--- src/rtl/rf_wb_arbiter.sv ---
// ============================================================================
// Module   : rf_wb_arbiter
// Brief    : Register-file write-back arbiter. Round-robin by default; define
//            WB_ARB_FIXED_PRIO_EN for fixed priority (index 0 highest).
// Revision : 1.0 - initial release
// ============================================================================
`default_nettype none

module rf_wb_arbiter #(
  parameter int NUM_REQ = 3,
  parameter int CNT_W   = 16
) (
  input  logic                  cpu_clk_50M,
  input  logic                  cpu_rst,
  input  logic [NUM_REQ-1:0]    req_valid,
  input  logic [NUM_REQ*5-1:0]  req_addr,
  input  logic [NUM_REQ*32-1:0] req_data,
  output logic [NUM_REQ-1:0]    req_ready,
  output logic                  rfwe,
  output logic [4:0]            rfwa,
  output logic [31:0]           rfwd,
  output logic [CNT_W-1:0]      conflict_cnt
);

  localparam int PTR_W = $clog2(NUM_REQ);

  logic [PTR_W-1:0]     r_ptr;
  logic                 r_we;
  logic [4:0]           r_wa;
  logic [31:0]          r_wd;
  logic [CNT_W-1:0]     r_cnt;

  logic [NUM_REQ-1:0]   w_rot;
  logic [NUM_REQ-1:0]   w_rot_oh;
  logic                 w_found;
  logic [2*NUM_REQ-1:0] w_gnt2;
  logic [NUM_REQ-1:0]   w_gnt;
  logic                 w_xfer;
  logic                 w_multi;
  logic [4:0]           w_sel_addr;
  logic [31:0]          w_sel_data;
  logic [4:0]           w_addr_arr [NUM_REQ];
  logic [31:0]          w_data_arr [NUM_REQ];

  for (genvar g = 0; g < NUM_REQ; g++) begin : g_unpack
    assign w_addr_arr[g] = req_addr[g*5 +: 5];
    assign w_data_arr[g] = req_data[g*32 +: 32];
  end

  // Rotate valids so the pointer sits at bit 0, pick the lowest set bit,
  // then rotate the one-hot grant back by folding the doubled vector.
  assign w_rot = NUM_REQ'({req_valid, req_valid} >> r_ptr);

  always_comb begin
    w_rot_oh = '0;
    w_found  = 1'b0;
    for (int i = 0; i < NUM_REQ; i++) begin
      if (!w_found && w_rot[i]) begin
        w_rot_oh[i] = 1'b1;
        w_found     = 1'b1;
      end
    end
  end

  assign w_gnt2    = {{NUM_REQ{1'b0}}, w_rot_oh} << r_ptr;
  assign w_gnt     = cpu_rst ? '0 : (w_gnt2[NUM_REQ-1:0] | w_gnt2[2*NUM_REQ-1:NUM_REQ]);
  assign req_ready = w_gnt;
  assign w_xfer    = |(w_gnt & req_valid);
  assign w_multi   = |(req_valid & (req_valid - {{(NUM_REQ-1){1'b0}}, 1'b1}));

  always_comb begin
    w_sel_addr = '0;
    w_sel_data = '0;
    for (int i = 0; i < NUM_REQ; i++) begin
      if (w_gnt[i]) begin
        w_sel_addr = w_addr_arr[i];
        w_sel_data = w_data_arr[i];
      end
    end
  end

`ifndef WB_ARB_FIXED_PRIO_EN
  logic [PTR_W-1:0] w_ptr_nxt;

  always_comb begin
    w_ptr_nxt = r_ptr;
    for (int i = 0; i < NUM_REQ; i++) begin
      if (w_gnt[i]) begin
        w_ptr_nxt = (i == NUM_REQ - 1) ? '0 : PTR_W'(i + 1);
      end
    end
  end
`endif

  always_ff @(posedge cpu_clk_50M) begin
    if (cpu_rst) begin
      r_ptr <= '0;
      r_we  <= 1'b0;
      r_wa  <= '0;
      r_wd  <= '0;
      r_cnt <= '0;
    end else begin
`ifdef WB_ARB_FIXED_PRIO_EN
      r_ptr <= '0;
`else
      r_ptr <= w_ptr_nxt;
`endif
      // Address 0 is a NOP: consumed as a transfer but never written.
      r_we  <= w_xfer && (w_sel_addr != 5'd0);
      r_wa  <= (w_sel_addr != 5'd0) ? w_sel_addr : 5'd0;
      r_wd  <= (w_sel_addr != 5'd0) ? w_sel_data : 32'd0;
      if (w_multi && !(&r_cnt)) begin
        r_cnt <= r_cnt + CNT_W'(1);
      end
    end
  end

  assign rfwe         = r_we;
  assign rfwa         = r_wa;
  assign rfwd         = r_wd;
  assign conflict_cnt = r_cnt;

endmodule

`default_nettype wire

--- config.mk ---
export PLATFORM = sky130hd
export DESIGN_NAME = rf_wb_arbiter
export DESIGN_NICKNAME = d
export VERILOG_FILES = /design/src/rtl/rf_wb_arbiter.sv
export SDC_FILE = /design/constraint.sdc
export NUM_CORES = 1
export LEC_CHECK = 0
export CAP_MARGIN = 20
export CORE_UTILIZATION = 36
export DETAILED_ROUTE_END_ITERATION = 10
export GPL_ROUTABILITY_DRIVEN = 0
export PLACE_DENSITY = 0.81
export SYNTH_ARGS = -nofsm -noshare
export SYNTH_HDL_FRONTEND = slang
export SYNTH_SLANG_ARGS = --single-unit
--- constraint.sdc ---
create_clock -name cpu_clk_50M -period 2.6 [get_ports cpu_clk_50M]
set_input_delay 0.52 -clock cpu_clk_50M [delete_from_list [all_inputs] [get_ports cpu_clk_50M]]
set_output_delay 0.52 -clock cpu_clk_50M [all_outputs]
set_load 0.02 [all_outputs]
==> reports/qor.csv <==
metric,value,unit
fp.dieArea,7577,sq um
ys_seq_elements,56,
grt_pass1_wl,12640,um
row_count,30,
yosys_warnings,0,
vdd.ir_drop.worst,0.2439,mV
cp_data_required_time,2790,ps
h-tree-depth,2,
crit_path_end_kind,flop,
die_h,87.05,um
grt_max_degree,34,
power.leakage,0.001711,uW
first_global_vias,2689,
route.antenna.remaining_nets,0,
area_growth,76.41,%
synth_seq_area_share,0.4306,
reg2reg_depth,6,
finalSetupViolCount,0,
cts_tree,done,
worst_pin_slew,458.6,ps
synth_edf_count,0,
worst-setup-path-type,primary input to flop,
synth.most_common_cell,dfxtp_1,
drive_above_1_share,0.1231,
synth_top_area_share,0.4306,
synth_common_cells,"dfxtp_1 (56), a21oi_1 (47), a22o_1 (32), nor2_1 (21), a21oi_2 (20)",
nFillCells,592,
hold_viol,0,
power_density,473.6,nW/um^2
cts_root_buffer,clkbuf_8,
wl,8188,um
drt_pass1_iterations,4,
synth_nets,399,
status,"complete, no violations",
max_cap_violations,0,
ios,173,
drv_slew,0,
core,6907,sq um
cp_max_fo,33,
gr-usage-all-layers,0.2127,
min_period_over_period,0.9670,
drt-initial-drc-count,103,
antennaDiodeCount,0,
syn_avg_cell_area,9.233,sq um
whs_path_depth,2,
syn_area,2604,sq um
synth-async-reset-ratio,0,
yosysUniqueCellTypes,39,
drc,0,
fin_crit,2514,ps
cts_made_buffers,5,
cts.sinks,56,
fin_nets,579,
hpwl,6549,um
fin_worst_skew,4.790,ps
start_kind,primary input,
setup_tns,0,ps
synthCells,282,
min_path_type,flop to flop,
multi_input_area,1323,sq um
grt_overflow,0,
worst_ep_arrival_time,2710,ps
holdWs,564.4,ps
clk_path_buf_depth,2,
start_util,0.3770,
postCtsHoldBufs,0,
avgViaCountPerCell,5.084,
antenna_found_initial,0,
slew-limit-headroom,0.6943,
clkLatencyLatePin,300,ps
vias,2842,
clock.fmax,397.7,MHz
regArea,1121,sq um
cts.clk_slew.worst_paths,100,ps
numPortBuffers,172,
wl_per_cell,14.65,um
ys_top_cells_by_area,"dfxtp_1 (43%), a22o_1 (11%), a21oi_1 (9.0%)",
yosysTopAreaCell,dfxtp_1,
dieWidth,87.05,um
synth-main-ff-cell,dfxtp_1,
## cells in the final DEF (no fill, tap or decap), types with 2 or more instances in the layout
cell type        netlist  final
and3_1                 6      5
a21oi_1               47     47
buf_12                 0      2
nor2_1                21     21
xnor2_1                7      7
a22o_1                32     32
a222oi_1               3      3
clkdlybuf4s50_1        0    169
a221oi_1               2      2
nor3_1                 6      6
o211ai_1               5      5
nand2_1                8      8
nand3_1                5      5
buf_4                  3     24
o21ai_0                4      4
nor2b_1                4      4
xor2_1                 7      7
dfxtp_1               56     56
or3_1                  2      2
inv_1                  4      4
nor4_1                 3      3
clkbuf_8               0      6
a21oi_2               20     20
nand4_1                3      3
## what timing repair did
item / CTS / global route
gates resized for setup: 1 / 0
setup endpoints to repair: 1 / 7
buffers inserted: 0 / 1
pin swaps: 0 / 1
hold endpoints to repair: 0 / 0
## routing by layer
metal  GRT usage  vias up  share of wire
met2      0.3951      115           0.52
li1            -     1403              -
met1      0.2421     1312           0.40
met5           0        -              0
met3     0.04739       12          0.068
met4     0.06061        0          0.019
## critical path, cell delays in order
cell and delay [ps]:
clkdlybuf4s50_1 620, nor2_1 80, o311a_1 460, a222oi_1 410, and3_2 270, buf_12 220
a21oi_1 100
## where the power goes
part           switching [uW]  internal [uW]  total (uW)
combinational             331            397         728
sequential               26.0            929         955
clock                     275            217         492
total                     631           1540        2180
## state kept, by name, summed over array words and instances, names as in the netlist
name,cells
rfwa,5
r_ptr,2
rfwe,1
conflict_cnt,16
rfwd,32
## final timing paths
path	start	end	slack (ps)
setup / recovery	req_valid[0]	rfwd[28]	90
setup reg to reg	r_ptr[0]	rfwd[28]	400
hold reg to reg	conflict_cnt[6]	conflict_cnt[6]	560
hold / removal	conflict_cnt[6]	conflict_cnt[6]	560
## cell type report
type,count,area share
well taps,96,0.02615
flip-flops and latches,56,0.2441
multi-input cells,199,0.2879
inverters,4,0.003269
clock inverters,1,0.001634
clock buffers,7,0.01880
repair buffers,196,0.4181
## per-stage QoR
step / setup slack [ps] / total power (uW) / cells / util / instance area [sq um]
finish: 85.75 / 2175 / 559 / 0.6650 / 4593
detailed placement: -203.2 / 1705 / 550 / 0.6505 / 4493
CTS: 110.6 / 2187 / 558 / 0.6639 / 4586
global placement: -119.6 / 1691 / 550 / 0.6505 / 4493
floorplan: 511.6 / 1316 / 282 / - / 2604
global route: -0.7869 / 2281 / 559 / 0.6650 / 4593
## logic make-up (layout without fill, tap and decap cells)
kind of cell	after synthesis	count (layout)	synth area share
buffers and inverters	27	208	0.06198
XOR/XNOR	14	14	0.04709
multiplexers	1	1	0.003844
adder cells (fa/ha/maj)	2	2	0.008649
flip-flops	56	56	0.4306
AO/OA/AOI/OAI	120	120	0.3316
AND/OR/NAND/NOR	62	62	0.1163
Power figures use the tool's default switching activity.
